**src/rtl/brch_resolve_recovery.sv**
```systemverilog
// -----------------------------------------------------------------------------
// brch_resolve_recovery
//
// Branch resolution and misprediction recovery for the 5-stage MIPS core.
// The IF-stage prediction for a branch is remembered in a pending record
// while the branch moves into ID. When the branch resolves in ID, its actual
// outcome is compared with that record. On a misprediction the unit spends
// exactly one RECOVER cycle. In that cycle it squashes IF/ID and redirects
// the PC to the corrected fetch address. Saturating counters track resolved
// and mispredicted branches for performance monitoring.
//
// Ports
//   clk                    in   1   core clock
//   rst_n                  in   1   synchronous active-low reset
//   brch_instr_detectd_IF  in   1   branch instruction currently in IF
//   predict_br_taken       in   1   predictor output for the IF branch
//   pc_plus4_IF            in  32   fall-through PC of the IF instruction
//   brch_instr_detectd_ID  in   1   branch instruction currently in ID
//   brch_hazard_stall      in   1   IF/ID frozen this cycle
//   actual_brch_result     in   1   resolved outcome of the ID branch (1 = taken)
//   brch_target_ID         in  32   computed taken target of the ID branch
//   mispredict             out  1   registered pulse, recovery in progress
//   flush_IF               out  1   squash the IF/ID pipeline register
//   redirect_valid         out  1   PC must load redirect_pc this cycle
//   redirect_pc            out 32   corrected fetch PC (holds between redirects)
//   br_resolved_cnt        out 16   resolved branches, saturating
//   br_mispred_cnt         out 16   mispredicted branches, saturating
// -----------------------------------------------------------------------------
module brch_resolve_recovery (
    input  logic        clk,
    input  logic        rst_n,
    input  logic        brch_instr_detectd_IF,
    input  logic        predict_br_taken,
    input  logic [31:0] pc_plus4_IF,
    input  logic        brch_instr_detectd_ID,
    input  logic        brch_hazard_stall,
    input  logic        actual_brch_result,
    input  logic [31:0] brch_target_ID,
    output logic        mispredict,
    output logic        flush_IF,
    output logic        redirect_valid,
    output logic [31:0] redirect_pc,
    output logic [15:0] br_resolved_cnt,
    output logic [15:0] br_mispred_cnt
);

    typedef enum logic [0:0] {
        ST_IDLE    = 1'b0,
        ST_RECOVER = 1'b1
    } state_t;

    localparam logic [15:0] CNT_MAX = 16'hFFFF;

    state_t      state_q, state_d;

    logic        pend_vld_q, pend_vld_d;
    logic        pend_pred_q, pend_pred_d;
    logic [31:0] pend_pc4_q, pend_pc4_d;

    logic [31:0] redirect_pc_q, redirect_pc_d;
    logic [15:0] resolved_cnt_q, resolved_cnt_d;
    logic [15:0] mispred_cnt_q, mispred_cnt_d;

    logic        resolve;
    logic        eff_pred;
    logic        miss;

    // Resolution and miss detection.
    // An ID branch with no pending record (for example the first branch after
    // reset) is treated as having been predicted not-taken.
    always_comb begin
        resolve  = 1'b0;
        eff_pred = 1'b0;
        miss     = 1'b0;

        // The ID instruction seen during RECOVER is wrong-path, so it is
        // never resolved.
        resolve  = (state_q == ST_IDLE) && brch_instr_detectd_ID && !brch_hazard_stall;
        eff_pred = pend_vld_q && pend_pred_q;
        miss     = resolve && (actual_brch_result != eff_pred);
    end

    // Next-state logic. RECOVER always lasts exactly one cycle.
    // A stall does not lengthen it.
    always_comb begin
        state_d = state_q;
        case (state_q)
            ST_IDLE: begin
                if (miss) begin
                    state_d = ST_RECOVER;
                end
            end
            ST_RECOVER: begin
                state_d = ST_IDLE;
            end
            default: begin
                state_d = ST_IDLE;
            end
        endcase
    end

    // Pending record. It follows the IF branch into ID.
    // A stall freezes IF/ID, so the record is held and used in the first
    // unstalled cycle. In RECOVER the IF instruction is wrong-path, so the
    // record is dropped whether or not the pipe is stalled.
    always_comb begin
        pend_vld_d  = pend_vld_q;
        pend_pred_d = pend_pred_q;
        pend_pc4_d  = pend_pc4_q;

        if (state_q == ST_RECOVER) begin
            pend_vld_d = 1'b0;
        end else if (!brch_hazard_stall) begin
            pend_vld_d  = brch_instr_detectd_IF;
            pend_pred_d = predict_br_taken;
            pend_pc4_d  = pc_plus4_IF;
        end
    end

    // Redirect target. It is captured on a miss and holds otherwise.
    // A branch that was wrongly predicted not-taken goes to its target.
    // A branch that was wrongly predicted taken falls through to pc+4.
    always_comb begin
        redirect_pc_d = redirect_pc_q;
        if (miss) begin
            redirect_pc_d = actual_brch_result ? brch_target_ID : pend_pc4_q;
        end
    end

    // Saturating performance counters.
    always_comb begin
        resolved_cnt_d = resolved_cnt_q;
        mispred_cnt_d  = mispred_cnt_q;

        if (resolve && (resolved_cnt_q != CNT_MAX)) begin
            resolved_cnt_d = resolved_cnt_q + 16'd1;
        end
        if (miss && (mispred_cnt_q != CNT_MAX)) begin
            mispred_cnt_d = mispred_cnt_q + 16'd1;
        end
    end

    // State registers.
    // A reset taken during RECOVER returns straight to IDLE, so no flush
    // pulse is produced.
    always_ff @(posedge clk) begin
        if (!rst_n) begin
            state_q        <= ST_IDLE;
            pend_vld_q     <= 1'b0;
            pend_pred_q    <= 1'b0;
            pend_pc4_q     <= 32'd0;
            redirect_pc_q  <= 32'd0;
            resolved_cnt_q <= 16'd0;
            mispred_cnt_q  <= 16'd0;
        end else begin
            state_q        <= state_d;
            pend_vld_q     <= pend_vld_d;
            pend_pred_q    <= pend_pred_d;
            pend_pc4_q     <= pend_pc4_d;
            redirect_pc_q  <= redirect_pc_d;
            resolved_cnt_q <= resolved_cnt_d;
            mispred_cnt_q  <= mispred_cnt_d;
        end
    end

    // All recovery outputs come straight from the state register, so they
    // are glitch-free and high for exactly the RECOVER cycle.
    assign mispredict      = (state_q == ST_RECOVER);
    assign flush_IF        = (state_q == ST_RECOVER);
    assign redirect_valid  = (state_q == ST_RECOVER);
    assign redirect_pc     = redirect_pc_q;
    assign br_resolved_cnt = resolved_cnt_q;
    assign br_mispred_cnt  = mispred_cnt_q;

endmodule

```
**config.mk**
```make
export PLATFORM = sky130hd
export DESIGN_NAME = brch_resolve_recovery
export DESIGN_NICKNAME = d
export VERILOG_FILES = /design/src/rtl/brch_resolve_recovery.sv
export SDC_FILE = /design/constraint.sdc
export NUM_CORES = 1
export LEC_CHECK = 0
export BUFFER_PORTS_ARGS = -buffer_cell sky130_fd_sc_hd__buf_4
export CAP_MARGIN = 20
export CORE_MARGIN = 1.5
export CORE_UTILIZATION = 54
export DETAILED_ROUTE_END_ITERATION = 16
export PLACE_DENSITY = 0.9
export SLEW_MARGIN = 30
export SYNTH_ARGS = -nofsm -noshare
export SYNTH_HDL_FRONTEND = slang
export SYNTH_SLANG_ARGS = --single-unit
export TNS_END_PERCENT = 20
```
**constraint.sdc**
```tcl
create_clock -name clk -period 3.2 [get_ports clk]
set_input_delay 0.64 -clock clk [delete_from_list [all_inputs] [get_ports clk]]
set_output_delay 0.64 -clock clk [all_outputs]
set_load 0.02 [all_outputs]
```
## After elaboration in Yosys (flattened, before gate mapping)

Cells that the tools add are included.

| word-level totals | value |
|---|---|
| input bits | 71 |
| output and inout bits | 67 |
| flip-flop bits (word level) | 99 |
| logic and storage cells | 27 |

| cells by class | value |
|---|---|
| reductions and logical operators | 9 |
| equal/unequal tests | 3 |
| add/subtract/negate cells | 2 |
| multiplexer cells | 3 |
| bitwise operators | 3 |

Operator list:

| kind | number |
|---|---|
| $add A16 B1 Y16 const B | 2 |
| $mux W32 | 1 |
| $ne A16 B16 Y1 const B | 2 |
| $logic_and A1 B1 Y1 | 6 |
| $not A1 Y1 | 3 |
| $pmux W1 S2 | 1 |
| $reduce_and A2 Y1 | 1 |
| $reduce_or A2 Y1 | 1 |
| $logic_not A1 Y1 | 1 |
| $mux W1 | 1 |
| $ne A1 B1 Y1 | 1 |

## Longest topological paths before layout

| depth | value |
|---|---|
| word-level depth | 6 |
| gate-level depth with buffers | 7 |
| mapped depth without buffers | 6 |

## Worst setup path before layout

No wires, ideal clock.

| timing | value |
|---|---|
| path kind | input to register |
| from | input actual_brch_result |
| to | register mispred_cnt_q[15] (netlist: br_mispred_cnt[15]) |
| setup time | 70 ps |
| stages on the path | 6 |
| required time | 3130 ps |
| path slack | 1168 ps |
| arrival | 1962 ps |
| buffers on the path | 1 |
| cell sequence | buf_2 > and3b_1 > o21a_4 > nand4_4 > or4_1 > a21oi_1 |

| between the ends | value |
|---|---|
| longest elaborated chain between the ends | 3 |

RTL lines:

| element | line | RTL |
|---|---|---|
| start: declaration | 37 | `input logic actual_brch_result,` |
| $ne A1 B1 Y1 | 80 | `miss = resolve && (actual_brch_result != eff_pred);` |
| $logic_and A1 B1 Y1 | 80 |  |
| $logic_and A1 B1 Y1 | 138 | `if (miss && (mispred_cnt_q != CNT_MAX)) begin` |
| end signal: assignment | 162 | `mispred_cnt_q <= mispred_cnt_d;` |
| end: declaration | 62 | `logic [15:0] mispred_cnt_q, mispred_cnt_d;` |

Every way passes these cells.
A chain may end at the register's enable or synchronous reset.

## Final worst setup path

| timing | value |
|---|---|
| from | register resolved_cnt_q[0] (netlist: br_resolved_cnt[0]) |
| to | register resolved_cnt_q[14] (netlist: br_resolved_cnt[14]) |

| between the ends | value |
|---|---|
| longest elaborated chain between the ends | 2 |
| elaborated cells on any way between the ends | 3 |
| classes of those cells | 1 x add/sub; 1 x eq/ne; 1 x reduce/logical |

RTL lines:

| element | line | RTL |
|---|---|---|
| start: declaration | 61 | `logic [15:0] resolved_cnt_q, resolved_cnt_d;` |
| start signal: assignment | 161 | `resolved_cnt_q <= resolved_cnt_d;` |
| parallel branches: the longest is 2 deep, another holds $add A16 B1 Y16 | -- |  |

Parallel ways; which one is timed is not known.

==> results.py <==
metrics = {
    "synth": {
        "yosysWarnings": 0,
        "synth_cell_types": 41,
        "synth-compound-area-share_pct": 13.3,
        "synth.mux.area_fraction_pct": 8.07,
        "synth_cells": 486,
        "syn_avg_cell_area_um2": 8.67,
        "synth_edf_count": 0,
        "synth.yosys.seq_area_share_pct": 47.0,
        "ys_ff_latch": 99,
        "synthFlopType": "dfxtp_1",
        "syn_area_um2": 4220,
        "synth_nets": 559,
        "synth_top_family_by_area": "simple AND/OR/NAND/NOR gates",
        "synth-simple-area-share_pct": 23.7,
        "yosys.area_share.adder_pct": 0.594,
        "synth_xor_area_share_pct": 4.16,
        "async_flop_share_pct": 0,
    },
    "cts": {
        "ctsHtreeMaxLevel": 3,
        "cts_sinks": 99,
        "holdBufCountCts": 0,
        "cts_tree": "done",
        "cts_buffers": 9,
        "clk_latency_ns": 0.35,
        "clkTransAtPathRegs_ns": 0.10,
        "cts-root-buf": "clkbuf_8",
        "post_cts_buffers": 0,
        "post_cts_resized": 0,
        "clock_path_buffers": 2,
    },
    "finish": {
        "drive_gt1_share_pct": 27.1,
        "layout_common_cells": "140 x buf_4, 99 x dfxtp_1, 83 x nand2_1",
        "layout_commonest_cell": "buf_4",
        "nNetsFinal": 680,
        "area.growth.synth_to_final_pct": 30.2,
        "postLayoutCellArea_um2": 5490,
        "antenna_cells": 0,
        "final_cells": 714,
        "fillers": 573,
        "fin_util_pct": 71.8,
    },
    "timing": {
        "fin_skew_ns": 0.0113,
        "report.final.setup_viol": 0,
        "tightest_slew_ns": 0.798,
        "setup_ws_ns": 0.950,
        "finalHoldViolCount": 0,
        "relSlewSlack_pct": 46.4,
        "rsz0062_at_grt": "false",
        "fin_setup_tns_ns": 0,
        "fmax_mhz": 444,
        "period_share_pct": 70.3,
        "period_minus_slack_ns": 2.25,
        "slew_violations": 0,
        "final.hold.worst_slack_ns": 0.456,
    },
    "hold_path": {
        "hold_class": "reg -> reg",
    },
    "floorplanning": {
        "start_util_pct": 55.1,
        "die_area_um2": 8340,
        "die_height_um": 91.4,
        "num_io_pins": 138,
        "dieWidth_um": 91.4,
        "core_area_um2": 7650,
        "rows": 32,
    },
    "run_status": {
        "outcome": "finished clean",
    },
    "global_route": {
        "grt_max_degree": 65,
        "track_usage_pct": 24.6,
        "overflow": 0,
        "grt_pass1_wl_mm": 16.7,
        "grt_antenna_before_repair": 0,
        "first_global_vias": 3592,
    },
    "drt": {
        "wl_per_cell_um": 14.4,
        "dr.pass1.iters": 4,
        "initialDrtViolationCount": 191,
        "vias_per_cell": 5.48,
        "drc_errors": 0,
        "vias": 3914,
        "final_antenna_net_count": 0,
        "wl_mm": 10.3,
    },
    "place": {
        "dpl.hpwl_mm": 7.28,
        "io_buffer_count": 137,
        "place_inst": 698,
        "placed_area_um2": 5290,
        "gp_congestion": 0.905,
        "pre_cts_slack_ns": 0.922,
    },
    "pwr": {
        "leakage_nw": 2.25,
        "powerDensity_nw_per_um2": 440,
        "total_power_mw": 2.41,
        "worst_ir_drop_vdd_mv": 0.272,
    },
    "critical_path": {
        "crit_fanout": 9,
        "endpoint_kind": "flip-flop",
        "cp.required_ns": 3.45,
        "max_stage_delay_ns": 0.76,
        "crit_type": "reg -> reg",
        "cp_cell_sequence": "ha_1 -> nand4_1 -> nor4_2 -> nor3_1 -> xnor2_1 -> nor2_1",
        "critPathArrivalTime_ns": 2.50,
        "crit_buf_inv": 0,
        "cp-start-kind": "flip-flop",
        "crit_slowest_cell": "nor4_2",
        "crit_family": "simple AND/OR/NAND/NOR gates",
    },
    "run": {
        "drv_cap": 0,
    },
}
cells in the mapped netlist, types with 2 or more instances:
cell type,count,area (um2)
nand2_1,83,312
mux2i_1,34,340
and4_1,4,35.0
nor3_1,14,70.1
nor2_1,62,233
nand2b_1,2,12.5
o21ai_0,5,25.0
xnor2_1,19,166
o211ai_1,2,15.0
ha_1,2,25.0
nor3b_1,4,30.0
buf_4,2,15.0
o31ai_1,3,22.5
a211oi_1,32,240
nand3_1,11,55.1
clkbuf_1,20,75.1
buf_2,3,15.0
or4_1,3,22.5
buf_1,6,22.5
nand4_1,13,81.3
nor4_1,4,25.0
or3_1,2,12.5
a21oi_1,40,200
dfxtp_1,99,1980
where the power goes:
group | total (mW) | switching (mW) | leakage (nW) | internal, mW
Combinational | 0.303 | 0.157 | 1.35 | 0.146
Clock | 0.800 | 0.433 | 0.0962 | 0.367
Sequential | 1.31 | 0.0303 | 0.808 | 1.28
flip-flops by register name (all words and copies together), names as in the netlist:
signal,count
flush_IF,1
pend_pc4_q,32
redirect_pc,32
pend_vld_q,1
pend_pred_q,1
br_resolved_cnt,16
br_mispred_cnt,16
worst reg2reg max path, delay by kind of cell (launching register included):
kind	cells	cell delay [ns]
and+or+nand+nor	4	1.23
DFF	1	0.46
adders and majority gates	1	0.24
xor gates and xnor gates	1	0.22
area by class of cell:
type,instances,area [um2],area share (%)
timing repair buffer,141,1070,19.5
clock buffer,9,124,2.26
multi-input combinational,355,2100,38.3
inverter,1,3.75,0.0684
tap,102,128,2.33
clock inverter,7,76.3,1.39
sequential,99,1980,36.1
metal layers:
metal | GRT usage (%) | up-vias | part of all wire, %
met3 | 3.27 | 31 | 4.4
met1 | 29.4 | 1802 | 41
li1 | - | 1942 | -
met2 | 43.0 | 139 | 52
met4 | 12.5 | 0 | 2.8
met5 | 0 | - | 0
path summary, 6_finish.rpt:
kind                         endpoint  cells past startpoint               start  slack [ns]
setup / recovery  br_resolved_cnt[14]                      6  br_resolved_cnt[0]        0.95
hold / removal         pend_pc4_q[24]                      2      pend_pc4_q[24]        0.46
setup reg to reg  br_resolved_cnt[14]                      6  br_resolved_cnt[0]        0.95
hold reg to reg        pend_pc4_q[24]                      2      pend_pc4_q[24]        0.46
cell families (layout without fill, tap and decap cells):
group | count (synthesis) | count (layout)
compound gates | 88 | 88
xor+xnor | 20 | 20
fa+ha+maj | 2 | 2
buf+inv | 32 | 158
flops | 99 | 99
mux | 34 | 34
simple gates | 211 | 211
No activity file was read; power rests on OpenSTA's default activity.
